**config.mk**
```make
export PLATFORM = sky130hd
export DESIGN_NAME = shift_sequencer
export DESIGN_NICKNAME = d
export VERILOG_FILES = /design/src/rtl/shift_sequencer.sv
export SDC_FILE = /design/constraint.sdc
export NUM_CORES = 1
export LEC_CHECK = 0
export ABC_AREA = 1
export CAP_MARGIN = 20
export CORE_ASPECT_RATIO = 0.7
export CORE_MARGIN = 2
export CORE_UTILIZATION = 39
export DETAILED_ROUTE_END_ITERATION = 16
export PLACE_DENSITY = 0.73
export REMOVE_ABC_BUFFERS = 1
export SYNTH_ARGS = -nofsm -noshare
export SYNTH_HDL_FRONTEND = slang
export SYNTH_SLANG_ARGS = --single-unit
```
**constraint.sdc**
```tcl
create_clock -name clk -period 1.67 [get_ports clk]
set_input_delay 0.2505 -clock clk [delete_from_list [all_inputs] [get_ports clk]]
set_output_delay 0.2505 -clock clk [all_outputs]
set_load 0.05 [all_outputs]
```
**src/rtl/shift_sequencer.sv**
```systemverilog
// Multi-pass sequencer for the single-step MIC-1 shifter (SLL8 / SRA1).
// Optional macro SHIFT_SEQ_EARLY_EXIT_EN: leave RUN once further passes cannot change the result.
module shift_sequencer #(
    parameter int CNT_W    = 5,
    parameter int SLL8_MAX = 4,
    parameter int SRA1_MAX = 31
) (
    input  logic             clk,
    input  logic             reset_n,
    input  logic             start,
    input  logic [1:0]       op,
    input  logic [CNT_W-1:0] count,
    input  logic [31:0]      din,
    output logic             busy,
    output logic             done,
    output logic             err,
    output logic [31:0]      dout,
    output logic [31:0]      sh_in,
    output logic [1:0]       sh_set,
    input  logic [31:0]      sh_out
);

    localparam logic [1:0] OP_PASS = 2'b00;
    localparam logic [1:0] OP_SLL8 = 2'b01;
    localparam logic [1:0] OP_SRA1 = 2'b10;
    localparam logic [1:0] OP_ILL  = 2'b11;

    typedef enum logic [1:0] {
        ST_IDLE,
        ST_RUN,
        ST_DONE
    } state_t;

    state_t           state, state_nxt;
    logic [31:0]      acc;
    logic [1:0]       op_q;
    logic [CNT_W-1:0] cnt;
    logic [CNT_W-1:0] eff_cnt;
    logic             err_q;
    logic             early;
    logic             last_pass;

    // NOTE: every always_comb output gets a default first so no path can infer a latch.
    always_comb begin
        eff_cnt = '0;
        case (op)
            OP_SLL8: eff_cnt = (count > CNT_W'(SLL8_MAX)) ? CNT_W'(SLL8_MAX) : count;
            OP_SRA1: eff_cnt = (count > CNT_W'(SRA1_MAX)) ? CNT_W'(SRA1_MAX) : count;
            default: eff_cnt = '0;
        endcase
    end

    always_comb begin
`ifdef SHIFT_SEQ_EARLY_EXIT_EN
        early = ((op_q == OP_SLL8) && (sh_out == 32'h0000_0000)) ||
                ((op_q == OP_SRA1) && ((sh_out == 32'h0000_0000) || (sh_out == 32'hFFFF_FFFF)));
`else
        early = 1'b0;
`endif
        // cnt is loaded non-zero on entry to RUN, so exiting at 1 keeps it from wrapping
        last_pass = (cnt == CNT_W'(1)) || early;
    end

    always_comb begin
        state_nxt = state;
        case (state)
            ST_IDLE: if (start) state_nxt = (eff_cnt != '0) ? ST_RUN : ST_DONE;
            ST_RUN:  if (last_pass) state_nxt = ST_DONE;
            ST_DONE: state_nxt = ST_IDLE;
            default: state_nxt = ST_IDLE;
        endcase
    end

    // NOTE: sequential state is written with non-blocking assignments only.
    always_ff @(posedge clk) begin
        if (!reset_n) state <= ST_IDLE;
        else          state <= state_nxt;
    end

    always_ff @(posedge clk) begin
        if (!reset_n) begin
            acc   <= '0;
            op_q  <= OP_PASS;
            cnt   <= '0;
            dout  <= '0;
            err_q <= 1'b0;
        end else begin
            case (state)
                ST_IDLE: begin
                    if (start) begin
                        acc   <= din;
                        op_q  <= op;
                        cnt   <= eff_cnt;
                        err_q <= (op == OP_ILL);
                        if (eff_cnt == '0) dout <= din;
                    end
                end
                ST_RUN: begin
                    acc <= sh_out;
                    cnt <= cnt - CNT_W'(1);
                    if (last_pass) dout <= sh_out;
                end
                ST_DONE: err_q <= 1'b0;
                default: ;
            endcase
        end
    end

    // Illegal ops bypass RUN, so op_q reaching the shifter is always 01 or 10
    assign busy   = (state != ST_IDLE);
    assign done   = (state == ST_DONE);
    assign err    = err_q;
    assign sh_in  = (state == ST_RUN) ? acc : 32'h0000_0000;
    assign sh_set = (state == ST_RUN) ? op_q : 2'b00;

endmodule

```
==> flow_summary.ini <==
[worst_setup_path]
cp_slowest_cell = dfxtp_1
path_common_cell = buf_12
cpLargestDelayFamily = buffers and inverters
setup.worst_path.end_class = output pin
path_cells = inv_2 > nand2_4 > buf_12 > nor2_2 > buf_12
critPathLaunchType = flip-flop
cp.arrival_ns = 1.43
required_ns = 1.42
path_buf_inv = 3
path_max_fanout = 35
path_class = reg2out
cp_slowest_stage_delay_ns = 0.30

[pwr]
swShare = 0.357
seqPwrFrac = 0.332
vdd_drop_max_uv = 625
switchingPower_uw = 2270
cellPowerDensity_nw_per_um2 = 1000
leakage_uw = 0.00282
p_comb_frac = 0.366
p_int_uw = 4090
clock_power_share = 0.303

[final_layout]
drive_gt1_frac = 0.291
diodes = 0
syn2layout_area_growth_pct = 65.7
final_area_um2 = 6340
multiInputGateArea_um2 = 2080
finalNonFillerCells = 806
nets = 752
ff_latch_area_um2 = 1480
fillers = 812

[floorplanning]
core-area_um2 = 9610
ios = 143
initial_utilization = 0.399
rows = 30
die_h_um = 86.9
die_w_um = 122
fp.dieArea_um2 = 10600

[clock_tree]
clk_latency_ns = 0.33
cts_tree = built
h-tree-depth = 3
cts_buffers = 9
clockBufferDepth = 2
cts.sinks = 74
path_clk_slew_ns = 0.06
hold_buffers = 0
clockRootBuffer = clkbuf_16

[yosys]
synth_cell_types = 25
netlist_instances = 525
syn_area_um2 = 3830
ys_seq_area_frac = 0.387
yosysTopAreaCell = dfxtp_1
ys_async_sr_fraction = 0
synth_commonest_cells = 138 x nor2_1, 74 x dfxtp_1, 73 x a21oi_1
synth_edf_count = 0
ys_warn_count = 0
synth_flop_cell = dfxtp_1
syn_area_per_cell_um2 = 7.30
synth.top_cell.area_share = 0.387
yosysMostFrequentCell = nor2_1
synth.top_cells.by_area = dfxtp_1 39%, nor2_1 14%, a21oi_1 9.5%, mux2i_1 8.4%, nand3_2 5.5%
synth_seq_cells = 74

[grt]
grt_pass1_wl_mm = 18.2
grt_overflow = 0
grtUsageTotal = 0.217
grt_max_degree = 36
grt_antenna_before_repair = 0
grt_pass1_vias = 3771

[sta]
fin_tns_setup_ns = -0.00915
setup_viol = 1
fmax_mhz = 596
skew_ns = 0.00974
worst_pin_slew_ns = 0.350
final-hold-violation-count = 0
layout_worst_path_cycle_share = 1.01
setup_ws_ns = -0.00915
final_max_slew_viol_count = 0
grt_setup_unrepaired = true
max-slew-margin-rel = 0.760
fin_crit_ns = 1.68

[placed_design]
gp_congestion = 0.838
portBuffers = 142
dpl.hpwl_mm = 7.83
dp_cells = 782
placed_cell_area_um2 = 5740

[status]
status = complete, but fails checks
violations = negative setup slack

[route]
drtIter0Drc = 207
via_per_inst = 4.85
route.vias.total = 3912
drt_wl_total_mm = 11.3
wl_per_cell_um = 14.0
first_pass_iters = 5
ant_nets = 0
drc_errors = 0

[min_path]
hold_class = in2reg

[job]
drv_cap = 0
-- power by group through the flow --
stage	logic [uW]	registers (uW)	clock network, uW
2_1_floorplan	920	2500	0
3_3_place_gp	2080	2140	0
3_5_place_dp	2130	2140	0
4_1_cts	2320	2110	1950
5_1_grt	2510	2140	2040
6_report	2330	2110	1930
-- worst min-delay path: cells and delay by family --
kind                   cells  cell delay, ns
and+or+nand+nor            1            0.07
buffers and inverters      1            0.15
AOI/OAI and AO/OA          3            0.19
-- layer usage --
layer  routed length, um  up-vias  global-route usage
li1                    -     1972                   -
met1                4870     1792               0.276
met2                5340      139               0.353
met3                 979        9              0.0792
met4                 103        0              0.0522
met5                   0        -                   0
-- placed cells by master, fill, tap and decap left out, drive strengths merged, types with 2 or more instances in the layout --
| cell | n |
|---|---|
| clkdlybuf4s50 | 69 |
| clkinvlp | 3 |
| nand2 | 53 |
| dlygate4sd2 | 3 |
| buf | 102 |
| inv | 55 |
| a21oi | 73 |
| dfxtp | 74 |
| nor2 | 140 |
| nor3 | 2 |
| o21ai | 10 |
| mux2i | 32 |
| clkbuf | 10 |
| nand3 | 40 |
| ha | 5 |
-- state kept, by name, summed over array words and instances (netlist names) --
name,flops
dout,32
state,2
op_q,2
cnt,5
acc,32
err,1
-- per-stage QoR --
step | util | setup WS [ns] | hold WS (ns) | total power (uW)
detailed placement | 0.597 | -0.504 | 0.459 | 4270
finish | 0.660 | -0.00915 | 0.382 | 6360
floorplan | - | -2.60 | 0.371 | 3420
global placement | 0.597 | -0.442 | 0.445 | 4220
global route | 0.660 | -0.0583 | 0.436 | 6690
CTS | 0.653 | -0.0176 | 0.477 | 6370
-- area by class of cell --
type                    count  share of cell area
repair buffers            175               0.334
multi-input cells         359               0.328
flip-flops and latches     74               0.234
clock buffers              10              0.0361
inverters                  54              0.0319
well taps                 128              0.0252
clock inverters             6              0.0105
-- final timing paths --
| kind | startpoint | endpoint | slack, ns | depth (start not counted) |
|---|---|---|---|---|
| min reg2reg | op_q[0]$_SDFFE_PN0P_ | op_q[0]$_SDFFE_PN0P_ | 0.48 | 2 |
| min | count[3] | cnt[3]$_SDFFE_PN0P_ | 0.38 | 5 |
| max | state[1]$_SDFFE_PN0P_ | sh_in[27] | -0.009 | 5 |
| max reg2reg | state[1]$_SDFFE_PN0P_ | acc[25]$_SDFFE_PN0P_ | 0.06 | 7 |
-- logic make-up after synthesis --
group           count (synthesis)  share of synthesized area
simple gates                  235                      0.275
buf+inv                        92                      0.119
compound gates                 86                      0.117
flops                          74                      0.387
mux                            32                     0.0836
fa+ha+maj                       5                     0.0163
xor+xnor                        1                    0.00229
-- timing repair --
item | 4_1_cts | 5_1_grt
gates cloned | 4 | 0
setup buffers | 3 | 2
resized for setup | 37 | 27
pin swaps | 5 | 3
endpoints found under the setup margin | 67 | 62
(Power assumes the default switching activity.)
